## src/rtl/alu_pkg.sv

```systemverilog
// Shared opcodes, ALU function encodings, FSM states and single-cycle decode.
package alu_pkg;

  localparam logic [3:0] OP_ROL   = 4'b0000;
  localparam logic [3:0] OP_SLL   = 4'b0001;
  localparam logic [3:0] OP_ROR   = 4'b0010;
  localparam logic [3:0] OP_SRA   = 4'b0011;
  localparam logic [3:0] OP_ADD   = 4'b0100;
  localparam logic [3:0] OP_SUB   = 4'b0101;
  localparam logic [3:0] OP_OR    = 4'b0110;
  localparam logic [3:0] OP_AND   = 4'b0111;
  localparam logic [3:0] OP_MUL   = 4'b1000;
  localparam logic [3:0] OP_MULHU = 4'b1001;

  localparam logic [2:0] FN_ROL = 3'b000;
  localparam logic [2:0] FN_SLL = 3'b001;
  localparam logic [2:0] FN_ROR = 3'b010;
  localparam logic [2:0] FN_SRA = 3'b011;
  localparam logic [2:0] FN_ADD = 3'b100;
  localparam logic [2:0] FN_OR  = 3'b101;
  localparam logic [2:0] FN_AND = 3'b111;

  typedef enum logic {
    S_IDLE = 1'b0,
    S_MUL  = 1'b1
  } state_e;

  typedef struct packed {
    logic [2:0] fn;
    logic       cin;
    logic       inv1;
    logic       inv2;
    logic       err;
  } alu_ctrl_t;

  // Datapath control for single-cycle ops; multiply opcodes decode to all-zero
  // controls because their result bypasses the ALU.
  function automatic alu_ctrl_t decode_op(input logic [3:0] op);
    alu_ctrl_t c;
    c = '0;
    case (op)
      OP_ROL, OP_SLL, OP_ROR, OP_SRA: c.fn = op[2:0];
      OP_ADD: c.fn = FN_ADD;
      OP_SUB: begin
        c.fn   = FN_ADD;
        c.cin  = 1'b1;
        c.inv1 = 1'b1;
      end
      OP_OR:  c.fn = FN_OR;
      OP_AND: c.fn = FN_AND;
      OP_MUL, OP_MULHU: c = '0;
      default: c.err = 1'b1;
    endcase
    return c;
  endfunction

endpackage

```

## src/rtl/mul_iter.sv

```systemverilog
// Iterative unsigned shift-add multiplier, one partial product per cycle.
// The accumulator is private; product only changes when a run completes, so
// an aborted run leaves the previously published result intact.
module mul_iter #(
  parameter int WIDTH = 16,
  parameter int CNT_W = $clog2(WIDTH + 1)
) (
  input  logic                 clk,
  input  logic                 rst_n,
  input  logic                 start,
  input  logic [WIDTH-1:0]     a,
  input  logic [WIDTH-1:0]     b,
  input  logic                 abort,
  output logic                 busy,
  output logic                 done,
  output logic [2*WIDTH-1:0]   product
);

  logic               busy_q;
  logic [CNT_W-1:0]   cnt_q;
  logic [2*WIDTH-1:0] acc_q;
  logic [2*WIDTH-1:0] acc_d;
  logic [2*WIDTH-1:0] mcand_q;
  logic [WIDTH-1:0]   mplier_q;
  logic [2*WIDTH-1:0] prod_q;

  assign acc_d   = acc_q + (mplier_q[0] ? mcand_q : '0);
  assign done    = busy_q && (cnt_q == CNT_W'(WIDTH - 1));
  assign busy    = busy_q;
  assign product = prod_q;

  // Load operands on start, then shift-add once per cycle for WIDTH cycles.
  always_ff @(posedge clk or negedge rst_n) begin
    if (!rst_n) begin
      busy_q   <= 1'b0;
      cnt_q    <= '0;
      acc_q    <= '0;
      mcand_q  <= '0;
      mplier_q <= '0;
      prod_q   <= '0;
    end else if (abort) begin
      busy_q <= 1'b0;
      cnt_q  <= '0;
    end else if (start) begin
      busy_q   <= 1'b1;
      cnt_q    <= '0;
      acc_q    <= '0;
      mcand_q  <= {{WIDTH{1'b0}}, a};
      mplier_q <= b;
    end else if (busy_q) begin
      acc_q    <= acc_d;
      mcand_q  <= mcand_q << 1;
      mplier_q <= mplier_q >> 1;
      if (done) begin
        busy_q <= 1'b0;
        cnt_q  <= '0;
        prod_q <= acc_d;
      end else begin
        cnt_q <= cnt_q + CNT_W'(1);
      end
    end
  end

endmodule

```

## src/rtl/alu_seq_ctrl.sv

```systemverilog
// Execute-stage ALU controller: registered single-cycle decode plus a
// multi-cycle multiply that stalls the pipeline through ready_out.
//
//   state  | meaning
//   S_IDLE | accepting ops; single-cycle results issue the next cycle
//   S_MUL  | multiplier iterating; pipeline stalled
module alu_seq_ctrl
  import alu_pkg::*;
#(
  parameter int WIDTH = 16,
  parameter int CNT_W = $clog2(WIDTH + 1)
) (
  input  logic             clk,
  input  logic             rst_n,
  input  logic             valid_in,
  output logic             ready_out,
  input  logic             flush,
  input  logic [3:0]       alu_op,
  input  logic [WIDTH-1:0] a,
  input  logic [WIDTH-1:0] b,
  output logic [2:0]       Op,
  output logic             Cin,
  output logic             inv1,
  output logic             inv2,
  output logic             valid_out,
  output logic             use_mul,
  output logic [WIDTH-1:0] mul_result,
  output logic             err
);

  state_e             state_q;
  logic [2:0]         op_q;
  logic               cin_q;
  logic               inv1_q;
  logic               inv2_q;
  logic               valid_q;
  logic               use_mul_q;
  logic               err_q;
  logic               half_q;
  logic               res_half_q;

  logic               accept;
  logic               is_mul;
  logic               mul_start;
  logic               mul_abort;
  logic               mul_busy;
  logic               mul_done;
  logic [2*WIDTH-1:0] mul_prod;
  alu_ctrl_t          dec;

  assign ready_out = (state_q == S_IDLE);
  assign accept    = valid_in && ready_out && !flush;
  assign is_mul    = (alu_op == OP_MUL) || (alu_op == OP_MULHU);
  assign mul_start = accept && is_mul;
  assign mul_abort = flush && mul_busy;
  assign dec       = decode_op(alu_op);

  mul_iter #(
    .WIDTH (WIDTH),
    .CNT_W (CNT_W)
  ) u_mul_iter (
    .clk     (clk),
    .rst_n   (rst_n),
    .start   (mul_start),
    .a       (a),
    .b       (b),
    .abort   (mul_abort),
    .busy    (mul_busy),
    .done    (mul_done),
    .product (mul_prod)
  );

  // Half-select of the published product tracks only completed multiplies so
  // mul_result holds between pulses even after a new multiply is accepted.
  assign mul_result = res_half_q ? mul_prod[2*WIDTH-1:WIDTH] : mul_prod[WIDTH-1:0];

  assign Op        = op_q;
  assign Cin       = cin_q;
  assign inv1      = inv1_q;
  assign inv2      = inv2_q;
  assign valid_out = valid_q;
  assign use_mul   = use_mul_q;
  assign err       = err_q;

  // Handshake FSM with registered ALU controls and one-cycle result pulses.
  always_ff @(posedge clk or negedge rst_n) begin
    if (!rst_n) begin
      state_q    <= S_IDLE;
      op_q       <= '0;
      cin_q      <= 1'b0;
      inv1_q     <= 1'b0;
      inv2_q     <= 1'b0;
      valid_q    <= 1'b0;
      use_mul_q  <= 1'b0;
      err_q      <= 1'b0;
      half_q     <= 1'b0;
      res_half_q <= 1'b0;
    end else begin
      valid_q   <= 1'b0;
      use_mul_q <= 1'b0;
      err_q     <= 1'b0;
      case (state_q)
        S_IDLE: begin
          if (accept) begin
            if (is_mul) begin
              half_q  <= (alu_op == OP_MULHU);
              state_q <= S_MUL;
            end else begin
              valid_q <= 1'b1;
              err_q   <= dec.err;
              op_q    <= dec.fn;
              cin_q   <= dec.cin;
              inv1_q  <= dec.inv1;
              inv2_q  <= dec.inv2;
            end
          end
        end
        S_MUL: begin
          if (flush) begin
            state_q <= S_IDLE;
          end else if (mul_done) begin
            state_q    <= S_IDLE;
            valid_q    <= 1'b1;
            use_mul_q  <= 1'b1;
            res_half_q <= half_q;
            op_q       <= '0;
            cin_q      <= 1'b0;
            inv1_q     <= 1'b0;
            inv2_q     <= 1'b0;
          end
        end
        default: state_q <= S_IDLE;
      endcase
    end
  end

endmodule

```

## config.mk

```make
export PLATFORM = sky130hd
export DESIGN_NAME = alu_seq_ctrl
export DESIGN_NICKNAME = d
export VERILOG_FILES = /design/src/rtl/alu_pkg.sv /design/src/rtl/mul_iter.sv /design/src/rtl/alu_seq_ctrl.sv
export SDC_FILE = /design/constraint.sdc
export NUM_CORES = 1
export LEC_CHECK = 0
export ABC_AREA = 1
export BUFFER_PORTS_ARGS = -buffer_cell sky130_fd_sc_hd__buf_2
export CAP_MARGIN = 20
export CORE_MARGIN = 2
export CORE_UTILIZATION = 65
export CTS_CLUSTER_SIZE = 10
export DETAILED_ROUTE_END_ITERATION = 6
export PLACE_DENSITY = 0.86
export SYNTH_ARGS = -nofsm -noshare
export SYNTH_HDL_FRONTEND = slang
export SYNTH_SLANG_ARGS = --single-unit
```

## constraint.sdc

```tcl
create_clock -name clk -period 5.7 [get_ports clk]
set_input_delay 0.855 -clock clk [delete_from_list [all_inputs] [get_ports clk]]
set_output_delay 0.855 -clock clk [all_outputs]
set_load 0.005 [all_outputs]
```

# Word level (Yosys, flattened, before mapping)
# Index checks and enable logic that the tools add are counted.
[word_totals]
register_bits = 130
elab_cells = 102
output_inout_bits = 26
inputBits = 40
[classes]
addsub = 2
reduce_logical = 18
bitwise_logic = 4
eq_ne = 14
muxes = 48
[ops]
columns = ["op", "count"]
rows = [
  ["$mux W32", 5],
  ["$mux W16", 3],
  ["$add A32 B32 Y32", 1],
  ["$mux W1", 24],
  ["$mux W5", 4],
  ["$eq A4 B3 Y1 const B", 4],
  ["$mux W3", 4],
  ["$pmux W3 S4", 1],
  ["$pmux W1 S2", 5],
  ["$reduce_or A10 Y1", 1],
  ["$eq A4 B2 Y1 const B", 2],
  ["$eq A4 B4 Y1 const B", 2],
  ["$reduce_and A4 Y1", 2],
  ["$pmux W3 S2", 1],
  ["$reduce_and A3 Y1", 2],
  ["$add A5 B1 Y5 const B", 1],
  ["$eq A5 B4 Y1 const B", 1],
  ["$logic_and A1 B1 Y1", 5],
  ["$eq A4 B1 Y1 const B", 1],
  ["$logic_not A4 Y1", 1],
  ["$ne A2 B1 Y1 const B", 2],
  ["$ne A2 B2 Y1 const B", 2],
  ["$not A1 Y1", 4],
  ["$reduce_or A4 Y1", 1],
  ["other kinds (7)", 7],
]

# Logic depth before layout (Yosys ltp)
# Gate-level depths: netlist of the first run.
[depth]
word_depth = 6
ltp_mapped = 16
ltp_nobuf = 14

# Modules after synthesis
# A second synthesis of the first run with hierarchy kept.
[hier_totals]
cells_unflattened = 1138
hier_area_um2 = 8086.5
[by_module_without_submodules]
columns = ["mod", "seq_area_each_um2", "instances", "cells_each", "area_per_inst_um2"]
rows = [
  ["mul_iter", 2952.8, 1, 1059, 7339.5],
  ["alu_seq_ctrl", 250.2, 1, 79, 747.0],
]

# Worst setup path before layout of the first run
# No wires, ideal clock.
[synth_timing]
kind = "reg2reg"
from = "reg u_mul_iter.mplier_q[0]"
to = "reg u_mul_iter.acc_q[28]"
setup_time_ns = 0.118
path_buffers = 2
setup_slack_ns = 3.477
stages_incl_launch_ff = 15
required_time_ns = 5.582
arrival_ns = 2.105
period_less_slack_ns = 2.223
cell_sequence = "dfrtp_1 > clkbuf_1 > clkbuf_1 > nand2_1 > inv_1 > ha_1 > fa_1 > nand3_1 > nand3_1 > nand3_1 > nand3_1 > nand2_1 > nand3_1 > nand3_1 > nand2_1"
[synth_via]
elab_chain_len = 4
[synth_rtl]
columns = ["item", "line_no", "rtl"]
rows = [
  ["from (decl)", "mul_iter.sv:24", "logic [WIDTH-1:0] mplier_q;"],
  ["from (signal assigned)", "mul_iter.sv:53", "mplier_q <= mplier_q >> 1;"],
  ["$mux W32", "mul_iter.sv:27", "assign acc_d = acc_q + (mplier_q[0] ? mcand_q : '0);"],
  ["$add A32 B32 Y32", "mul_iter.sv:27", ""],
  ["$mux W32", "mul_iter.sv:50", "end else if (busy_q) begin"],
  ["$mux W32", "mul_iter.sv:44", "end else if (start) begin"],
  ["to (signal assigned)", "mul_iter.sv:37", "acc_q <= '0;"],
  ["to (signal assigned)", "mul_iter.sv:47", "acc_q <= '0;"],
  ["to (signal assigned)", "mul_iter.sv:51", "acc_q <= acc_d;"],
  ["to (decl)", "mul_iter.sv:21", "logic [2*WIDTH-1:0] acc_q;"],
]
# Every way passes these cells. The select of a mux whose other input is x is not followed.
# A chain may end at the register's enable or synchronous reset.

# Worst setup path in the final report of the first run
[layout_timing]
from = "reg u_mul_iter.mplier_q[0]"
to = "reg u_mul_iter.prod_q[20], in the netlist u_mul_iter.product[20]"
[layout_via]
elab_chain_len = 2
[layout_rtl]
columns = ["item", "line_no", "rtl"]
rows = [
  ["$mux W32", "mul_iter.sv:27", ""],
  ["$add A32 B32 Y32", "mul_iter.sv:27", ""],
  ["to (signal assigned)", "mul_iter.sv:40", "prod_q <= '0;"],
  ["to (signal assigned)", "mul_iter.sv:57", "prod_q <= acc_d;"],
  ["to (decl)", "mul_iter.sv:25", "logic [2*WIDTH-1:0] prod_q;"],
]
# Every way passes these cells.

==> flow_metrics.env, run 1 <==
export IMPL_drt_iter0_markers=650
export IMPL_hold_viol=0
export IMPL_synth_edf_count=0
export IMPL_grt_max_degree=78
export IMPL_holdWs_ps=485
export IMPL_worst_pin_slew_ps=976
export IMPL_p_leak_nw=5.14
export IMPL_min_period_over_period=0.517
export IMPL_clock_skew_final_ps=12.9
export IMPL_num_vias=7310
export IMPL_min_period_ps=2950
export IMPL_portBuffers=64
export IMPL_vias_per_cell=5.46
export IMPL_post_cts_setup_buffers=0
export IMPL_cts_max_level=4
export IMPL_gp_congestion=0.975
export IMPL_yosysWarnings=0
export IMPL_max_stage_delay_ps=970
export IMPL_numCtsBuffers=17
export IMPL_p_int_mw=2.24
export IMPL_place_ws_ps=2580
export IMPL_fin_tns_setup_ps=0
export IMPL_finalWirelength_um=20000
export IMPL_clkSlewWorstSetupHoldPaths_ps=60
export IMPL_synth_seq_area_share=0.404
export IMPL_drive_above_1_share=0.102
export IMPL_clk_latency_ps=430
export IMPL_root_buffer="clkbuf_16"
export IMPL_ys_async_sr_fraction=1.00
export IMPL_cts_hold_repair_buffers=0
export IMPL_path_class="reg2reg"
export IMPL_antenna_cells=0
export IMPL_final_cells=1339
export IMPL_first_pass_iters=5
export IMPL_die_area_um2=13100
export IMPL_clock_sinks=128
export IMPL_grt_pass1_wl_um=33600
export IMPL_fin_nets=1253
export IMPL_io_pins=66
export IMPL_placementRows=40
export IMPL_critPathSlowestCell="dfrtp_1"
export IMPL_initial_core_util=0.662
export IMPL_wire_per_inst_um=14.9
export IMPL_antenna_found_initial=0
export IMPL_fmax_ghz=0.340
export IMPL_core_um2=12000
export IMPL_dp_cells=1308
export IMPL_outcome="finished clean"
export IMPL_power_total_mw=3.56
export IMPL_cp_top_family="simple AND/OR/NAND/NOR gates"
export IMPL_multiInputGateArea_um2=3760
export IMPL_global_route_overflow_total=0
export IMPL_drcViolationCount=0
export IMPL_maxSlewViolCount=0
export IMPL_setup_viol=0
export IMPL_cp_max_fo=33
export IMPL_drv_cap=0
export IMPL_rsz0062_at_grt="no"
export IMPL_syn_area_um2=7920
export IMPL_crit_chain="nand2_1, inv_1, ha_1, fa_1, nand3_1, nand3_1, nand3_1, nand3_1, nand3_1, nand2_1, nand2_1, nand3_1, nand2_1"
export IMPL_powerDensity_nw_per_um2=403
export IMPL_slew_headroom=0.349
export IMPL_grt_usage=0.332
export IMPL_die_w_um=114
export IMPL_cts_tree="built"
export IMPL_grt_pass1_vias=7018
export IMPL_ant_nets=0
export IMPL_cp_arrival_ps=3250
export IMPL_crit_buf_inv=1
export IMPL_area_growth_pct=11.6
export IMPL_ys_seq_elements=128
export IMPL_clock_path_buffers=2
export IMPL_hold_class="reg2reg"
export IMPL_synth_cells=1130
export IMPL_p_seq_frac=0.382
export IMPL_clockPowerShare=0.302
export IMPL_ys_types=43
export IMPL_cp_common_cell="nand3_1"
export IMPL_syn_nets=1203
export IMPL_swShare=0.372
export IMPL_p_sw_mw=1.32
export IMPL_layout_setup_ws_ps=2750
export IMPL_synth_top_flop_cell="dfrtp_1"
export IMPL_dp_hpwl_um=14500
export IMPL_syn_area_per_cell_um2=7.01
export IMPL_critPathLaunchType="flop"
export IMPL_ir_worst_vdd_mv=0.327
export IMPL_combPwrFrac=0.316
export IMPL_n_fill_cell=944
export IMPL_ctsResizeCount=0
export IMPL_crit_required_ps=6000
export IMPL_end_kind="flop"
export IMPL_die_y_um=114
export IMPL_seq_area_um2=3200
[metrics by stage]
step | instance area, um2 | util
final | 8840 | 0.739
after global routing | 8840 | 0.739
after CTS | 8840 | 0.739
after detailed placement | 8250 | 0.690
after global placement | 8250 | 0.690
after floorplan | 7920 | -
[power by group through the flow]
stage	clock, mW	combinational, mW	sequential (mW)
finish	1.08	1.12	1.36
global route	1.12	1.28	1.39
CTS	1.08	1.12	1.36
detailed placement	0	1.10	1.36
global placement	0	1.07	1.36
floorplan	0	0.887	1.29
[cells in the final DEF, fill, tap and decap left out, drive strengths merged, types with 3 or more instances in the layout]
| cell type | count |
|---|---|
| nand2 | 446 |
| inv | 206 |
| dfrtp | 128 |
| nand3 | 68 |
| buf | 65 |
| nor2 | 55 |
| o21ai | 38 |
| ha | 32 |
| a21oi | 25 |
| o22ai | 24 |
| clkbuf | 19 |
| o211ai | 11 |
| xor2 | 10 |
| o221ai | 9 |
| nor3 | 8 |
| a31oi | 6 |
| o21bai | 5 |
| clkinv | 5 |
| mux2 | 4 |
| nand3b | 4 |
| xnor2 | 4 |
| clkinvlp | 4 |
| nand4 | 3 |
[kinds of logic after synthesis]
logic type	Yosys count	share of synthesized area
mux	4	0.00569
flops	128	0.404
xor+xnor	14	0.0155
compound gates	124	0.0961
simple gates	587	0.304
buf+inv	239	0.121
other cells	1	0.000474
fa+ha+maj	33	0.0531
[final cells by class]
type / count / area share
clock buffer: 19 / 0.0513
multi-input combinational: 763 / 0.426
timing repair buffer: 65 / 0.0374
clock inverter: 12 / 0.0153
sequential: 128 / 0.363
inverter: 205 / 0.0871
tap: 147 / 0.0208
[per-layer routing]
layer  part of all wire  track usage
met1               0.45        0.453
met2               0.45        0.526
met3              0.075       0.0725
met4              0.023        0.123
met5                  0            0
[registers in the layout (all words and copies together) (netlist names), 3 cells and up]
name,flops
u_mul_iter.mcand_q,32
u_mul_iter.mplier_q,16
u_mul_iter.acc_q,32
u_mul_iter.cnt_q,5
Op,3
u_mul_iter.product,32
[worst reg2reg max path: cells and delay by family (launching register included)]
family | cells | cell delay [ps]
AND/OR/NAND/NOR | 10 | 1240
flip-flops | 1 | 970
adder cells (fa/ha/maj) | 2 | 500
buffers and inverters | 1 | 110
[final timing paths]
path	startpoint	end	slack (ps)	cells past startpoint
setup / recovery	u_mul_iter.mplier_q[0]	u_mul_iter.product[20]	2750	13
min in group asynchronous	rst_n	u_mul_iter.product[1]	560	1
setup reg to reg	u_mul_iter.mplier_q[0]	u_mul_iter.product[20]	2750	13
hold / removal	u_mul_iter.product[26]	u_mul_iter.product[26]	490	2
hold reg to reg	u_mul_iter.product[26]	u_mul_iter.product[26]	490	2
max in group asynchronous	rst_n	u_mul_iter.acc_q[29]	3910	2
[Yosys cell counts (11+ instances only)]
cell      instances  area, um2
a21oi_1          25        125
o21ai_0          27        135
dfrtp_1         128       3200
inv_1           197        739
ha_1             32        400
nand3_1          65        325
o22ai_1          24        150
o211ai_1         11       82.6
nor2_1           52        195
buf_2            19       95.1
nand2_1         442       1660
(Power assumes the default switching activity.)
==> run 2, diff against run 1 <==
--- a/config.mk
+++ b/config.mk
@@ -9,10 +9,10 @@
 export BUFFER_PORTS_ARGS = -buffer_cell sky130_fd_sc_hd__buf_2
 export CAP_MARGIN = 20
 export CORE_MARGIN = 2
-export CORE_UTILIZATION = 65
+export CORE_UTILIZATION = 61
 export CTS_CLUSTER_SIZE = 10
 export DETAILED_ROUTE_END_ITERATION = 6
-export PLACE_DENSITY = 0.86
+export PLACE_DENSITY = 0.81
 export SYNTH_ARGS = -nofsm -noshare
 export SYNTH_HDL_FRONTEND = slang
 export SYNTH_SLANG_ARGS = --single-unit
==> constraint.sdc (replaced) <==
create_clock -name clk -period 2.8 [get_ports clk]
set_input_delay 0.42 -clock clk [delete_from_list [all_inputs] [get_ports clk]]
set_output_delay 0.42 -clock clk [all_outputs]
set_load 0.005 [all_outputs]
==> run 2 against run 1 <==
  * Non-clock buffer count increased by 13
  * Combinational power increased by 110%
  * Clock skew decreased by 5.0 ps
  * Global-route usage decreased by 2.6 points
  * Power increased by 110%
  * Hold slack got worse by 270 ps
  * Clock power increased by 100%
  * Sequential share of layout area decreased by 0.63 points
  * Die area increased by 6.3%
  * Sequential cell count unchanged
  * Via count decreased by 0.71%
  * Critical path type unchanged
  * Critical endpoint is now u_mul_iter.product[31]
  * Highest routed layer unchanged
==> flow_metrics.env, run 2 (synthesis gave the netlist of run 1 again) <==
export IMPL_cts_max_level=4
export IMPL_min_period_over_period=0.876
export IMPL_core_um2=12700
export IMPL_clockPowerShare=0.300
export IMPL_combPwrFrac=0.322
export IMPL_dp_hpwl_um=14700
export IMPL_crit_chain="buf_4, nand2_1, inv_1, ha_1, nand2_1, nor2_1, and2_1, nand2_1, nand2_1, nand2_1, nand2_1, nand2_1, nand3_1, nand2_1"
export IMPL_first_pass_iters=5
export IMPL_die_area_um2=13900
export IMPL_p_leak_nw=5.22
export IMPL_dr_wl_met3_um=1350
export IMPL_hold_viol=0
export IMPL_max_stage_delay_ps=480
export IMPL_clock_path_buffers=2
export IMPL_cts_tree="built"
export IMPL_grt_max_degree=43
export IMPL_dp_cells=1345
export IMPL_drt_iter0_markers=560
export IMPL_clock_skew_final_ps=7.86
export IMPL_most_common_layout_cells="nand2_1, inv_1, dfrtp_1"
export IMPL_clk_latency_ps=430
export IMPL_clock_sinks=128
export IMPL_seq_area_um2=3200
export IMPL_met1Wirelength_um=9020
export IMPL_gp_congestion=0.958
export IMPL_cp_arrival_ps=2770
export IMPL_fin_nets=1266
export IMPL_slew_headroom=0.475
export IMPL_placementRows=41
export IMPL_clkSlewWorstSetupHoldPaths_ps=60
export IMPL_portBuffers=64
export IMPL_path_class="reg2reg"
export IMPL_cp_max_fo=23
export IMPL_place_ws_ps=401
export IMPL_vias_per_cell=5.27
export IMPL_cp_top_family="simple AND/OR/NAND/NOR gates"
export IMPL_crit_required_ps=3110
export IMPL_finalWirelength_um=19900
export IMPL_numCtsBuffers=17
export IMPL_num_vias=7258
export IMPL_outcome="finished clean"
export IMPL_min_period_ps=2450
export IMPL_grt_pass1_vias=6999
export IMPL_route_met2_wl_um=9020
export IMPL_setup_viol=0
export IMPL_area_growth_pct=13.5
export IMPL_maxSlewViolCount=0
export IMPL_critPathLaunchType="flop"
export IMPL_fin_util=0.710
export IMPL_p_seq_frac=0.378
export IMPL_end_kind="flop"
export IMPL_antenna_found_initial=0
export IMPL_powerDensity_nw_per_um2=816
export IMPL_fin_tns_setup_ps=0
export IMPL_n_fill_cell=1059
export IMPL_grt_usage=0.306
export IMPL_crit_buf_inv=2
export IMPL_drcViolationCount=0
export IMPL_root_buffer="clkbuf_16"
export IMPL_layout_setup_ws_ps=347
export IMPL_final_common_cell="nand2_1"
export IMPL_rsz0062_at_grt="no"
export IMPL_fmax_ghz=0.408
export IMPL_global_route_overflow_total=0
export IMPL_swShare=0.375
export IMPL_ant_nets=0
export IMPL_hold_class="in2reg"
export IMPL_ctsResizeCount=0
export IMPL_die_y_um=118
export IMPL_cp_common_cell="nand2_1"
export IMPL_worst_pin_slew_ps=786
export IMPL_grt_pass1_wl_um=33800
export IMPL_final_cells=1377
export IMPL_die_w_um=118
export IMPL_critPathSlowestCell="dfrtp_1"
export IMPL_drive_above_1_share=0.110
export IMPL_whs_path_depth=3
export IMPL_io_pins=66
export IMPL_p_sw_mw=2.75
export IMPL_p_int_mw=4.59
export IMPL_top_layer="met4"
export IMPL_wire_per_inst_um=14.4
export IMPL_reg2reg_depth=14
export IMPL_drv_cap=0
export IMPL_antenna_cells=0
export IMPL_ir_worst_vdd_mv=0.524
export IMPL_multiInputGateArea_um2=3760
export IMPL_initial_core_util=0.625
export IMPL_cp_num_cells=14
[run 2: cell types whose count changed in the layout (fill, tap and decap cells not counted)]
| cell | delta |
|---|---|
| buf_12 | +2 |
| clkinvlp_4 | -2 |
| buf_4 | +10 |
| clkinv_4 | +1 |
| clkinv_2 | +1 |
| dlygate4sd3_1 | +1 |
[run 2: tightest hold or removal path: stages]
cell and delay [ps]:
buf_2 80, nand2_1 40, o221ai_1 50
[run 2: through the flow]
stage	power, mW	cell area [um2]	hold WS, ps
floorplan	4.43	7920	124
global placement	5.02	8390	385
detailed placement	5.08	8390	389
CTS	7.32	8990	204
global route	7.80	8990	210
finish	7.34	8990	214
[run 2: cell type report]
cell class              instances  share of cell area
clock buffers                  19              0.0504
repair buffers                 78              0.0507
well taps                     172              0.0239
multi-input cells             763               0.418
clock inverters                12              0.0149
inverters                     205              0.0856
flip-flops and latches        128               0.356
[run 2: layer usage]
| metal | vias to the layer above | global-route usage |
|---|---|---|
| met2 | 258 | 0.489 |
| met5 | - | 0 |
| li1 | 3647 | - |
| met4 | 0 | 0.111 |
| met1 | 3317 | 0.421 |
| met3 | 36 | 0.0509 |
[run 2: final timing paths]
path | startpoint | to | slack, ps
setup / recovery | u_mul_iter.mplier_q[0] | u_mul_iter.product[31] | 350
min in group asynchronous | rst_n | u_mul_iter.acc_q[1] | 480
hold reg to reg | u_mul_iter.product[28] | u_mul_iter.product[28] | 480
hold / removal | b[12] | u_mul_iter.mplier_q[12] | 210
setup reg to reg | u_mul_iter.mplier_q[0] | u_mul_iter.product[31] | 350
max in group asynchronous | rst_n | u_mul_iter.mplier_q[10] | 1530
[run 2: repair_timing]
action                    in CTS  in global routing
hold buffers                   1                  0
buffers inserted               0                  0
hold endpoints to repair      30                  0
[run 2: power groups by stage]
stage | logic [mW] | registers, mW | clock network (mW)
CTS | 2.35 | 2.76 | 2.22
detailed placement | 2.31 | 2.77 | 0
global route | 2.67 | 2.83 | 2.30
finish | 2.36 | 2.78 | 2.20
floorplan | 1.81 | 2.63 | 0
global placement | 2.25 | 2.77 | 0
==> run 3, diff against run 2 <==
--- a/config.mk
+++ b/config.mk
@@ -9,10 +9,10 @@
 export BUFFER_PORTS_ARGS = -buffer_cell sky130_fd_sc_hd__buf_2
 export CAP_MARGIN = 20
 export CORE_MARGIN = 2
-export CORE_UTILIZATION = 61
+export CORE_UTILIZATION = 65
 export CTS_CLUSTER_SIZE = 10
 export DETAILED_ROUTE_END_ITERATION = 6
-export PLACE_DENSITY = 0.81
+export PLACE_DENSITY = 0.86
 export SYNTH_ARGS = -nofsm -noshare
 export SYNTH_HDL_FRONTEND = slang
 export SYNTH_SLANG_ARGS = --single-unit
==> constraint.sdc (replaced) <==
create_clock -name clk -period 2.9 [get_ports clk]
set_input_delay 0.435 -clock clk [delete_from_list [all_inputs] [get_ports clk]]
set_output_delay 0.435 -clock clk [all_outputs]
set_load 0.005 [all_outputs]
==> run 3 against run 2 <==
  * Combinational power down 2%
  * Clock power is 8% higher
  * Final cell count decreased by 2.0%
  * Power up 0.57%
  * Sequential power fell by 4%
  * Die area down 5.9%
  * Non-clock buffer count is 4 lower
  * Final area about the same
  * Sequential share of layout area about the same
  * Global-route usage is 3.5 points higher
  * Largest power group unchanged
  * Highest routed layer unchanged
==> flow_metrics.env, run 3 (synthesis gave the netlist of run 1 again) <==
export IMPL_outcome="finished clean"
export IMPL_cts_max_level=4
export IMPL_holdWs_ps=224
export IMPL_clock_sinks=128
export IMPL_p_seq_frac=0.363
export IMPL_p_leak_nw=5.23
export IMPL_drcViolationCount=0
export IMPL_grt_pass1_vias=7079
export IMPL_reg2reg_from="u_mul_iter.mplier_q[0]"
export IMPL_crit_required_ps=3200
export IMPL_cp_arrival_ps=2880
export IMPL_n_fill_cell=912
export IMPL_clock_skew_final_ps=12.0
export IMPL_global_route_overflow_total=0
export IMPL_clockPowerShare=0.322
export IMPL_critPathSlowestCell="dfrtp_1"
export IMPL_die_area_um2=13100
export IMPL_num_vias=7387
export IMPL_reg2reg_depth=12
export IMPL_cp_max_fo=11
export IMPL_ir_worst_vdd_mv=0.570
export IMPL_combPwrFrac=0.315
export IMPL_end_kind="flop"
export IMPL_setup_viol=0
export IMPL_core_um2=12000
export IMPL_die_y_um=114
export IMPL_powerDensity_nw_per_um2=820
export IMPL_crit_path_start="u_mul_iter.mplier_q[0]"
export IMPL_p_sw_mw=2.70
export IMPL_slew_headroom=0.467
export IMPL_ant_nets=0
export IMPL_cts_tree="built"
export IMPL_grt_max_degree=95
export IMPL_multiInputGateArea_um2=3760
export IMPL_portBuffers=64
export IMPL_ctsResizeCount=0
export IMPL_p_int_mw=4.68
export IMPL_hold_class="in2reg"
export IMPL_rsz0062_at_grt="no"
export IMPL_fin_tns_setup_ps=0
export IMPL_initial_core_util=0.662
export IMPL_grt_usage=0.341
export IMPL_placementRows=40
export IMPL_finalWirelength_um=20800
export IMPL_maxSlewViolCount=0
export IMPL_area_growth_pct=13.6
export IMPL_clock_path_buffers=2
export IMPL_fin_nets=1262
export IMPL_io_pins=66
export IMPL_final_common_cell="nand2_1"
export IMPL_root_buffer="clkbuf_16"
export IMPL_path_class="reg2reg"
export IMPL_rrSetupSlack_ps=330
export IMPL_gp_congestion=0.920
export IMPL_critPathLaunchType="flop"
export IMPL_most_common_layout_cells="nand2_1, inv_1, dfrtp_1"
export IMPL_dp_hpwl_um=15000
export IMPL_min_period_over_period=0.886
export IMPL_drive_above_1_share=0.106
export IMPL_drv_cap=0
export IMPL_clk_latency_ps=430
export IMPL_max_stage_delay_ps=480
export IMPL_worst_pin_slew_ps=799
export IMPL_crit_chain="nand2_1, inv_1, ha_1, fa_1, nand3_1, nand3_1, nand3_1, nand3_1, nand3_1, nand3_1, nand3_1, nand2_1"
export IMPL_crit_end="u_mul_iter.product[20]"
export IMPL_cp_common_cell="nand3_1"
export IMPL_swShare=0.366
export IMPL_drt_iter0_markers=663
export IMPL_die_w_um=114
export IMPL_numCtsBuffers=17
export IMPL_grt_pass1_wl_um=34500
export IMPL_antenna_found_initial=0
export IMPL_hold_viol=0
export IMPL_wire_per_inst_um=15.4
export IMPL_fmax_ghz=0.389
export IMPL_seq_area_um2=3200
export IMPL_clkSlewWorstSetupHoldPaths_ps=60
export IMPL_antenna_cells=0
export IMPL_min_period_ps=2570
export IMPL_first_pass_iters=6
export IMPL_timing_rr_end="u_mul_iter.product[20]"
export IMPL_vias_per_cell=5.48
export IMPL_fin_util=0.752
[run 3: changes by cell type in the layout (fill, tap and decap cells not counted), sizes merged]
cell and change:
bufinv +3, clkinvlp -2, buf -4, clkinv -2, inv +1, clkbuf +1
[run 3: worst min-delay path by stage]
stage          start                endpoint  slack (ps)  cells after the start
6_report        a[0]   u_mul_iter.mcand_q[0]         220                      3
5_1_grt         a[9]   u_mul_iter.mcand_q[9]         230                      3
4_1_cts         a[0]   u_mul_iter.mcand_q[0]         210                      3
3_5_place_dp   rst_n  u_mul_iter.product[18]         420                      1
3_3_place_gp   rst_n  u_mul_iter.product[18]         420                      1
2_1_floorplan  rst_n                     Cin         140                      0
[run 3: metal layers]
layer  wire [um]  GRT usage  vias to the layer above
met5           0          0                        -
met4         531      0.115                        0
met3        1640     0.0609                       45
met2        9590      0.552                      312
met1        9060      0.466                     3393
li1            -          -                     3637
[run 3: power by group through the flow]
stage / Combinational [mW] / Clock (mW) / Sequential, mW
after floorplan: 1.74 / 0 / 2.54
after global placement: 2.18 / 0 / 2.66
after detailed placement: 2.25 / 0 / 2.67
after CTS: 2.29 / 2.39 / 2.66
after global routing: 2.60 / 2.47 / 2.72
final: 2.32 / 2.38 / 2.68
[run 3: cell type report]
class | count | area share
Timing Repair Buffer | 74 | 0.0473
Tap cell | 147 | 0.0205
Clock buffer | 20 | 0.0497
Multi-Input combinational cell | 763 | 0.418
Inverter | 205 | 0.0856
Clock inverter | 12 | 0.0227
Sequential cell | 128 | 0.356
[run 3: what timing repair did]
| item | 4_1_cts | 5_1_grt |
|---|---|---|
| hold buffers | 1 | 0 |
| buffers inserted | 0 | 0 |
| endpoints found under the hold margin | 34 | 0 |
[run 3: stage by stage]
step           total power [mW]  std cells  cell area [um2]  worst slack, ps
3_3_place_gp               4.84       1316             8330              464
2_1_floorplan              4.28       1130             7920              677
6_report                   7.38       1349             8990              329
3_5_place_dp               4.92       1316             8330              396
5_1_grt                    7.80       1349             8990              114
4_1_cts                    7.33       1349             8990              383
[run 3: worst max-delay path, delay by kind of cell, from the launching register on]
kind,cells,cell delay [ps]
adder cells (fa/ha/maj),2,690
flip-flops,1,480
buffers and inverters,1,50
AND/OR/NAND/NOR,9,1250
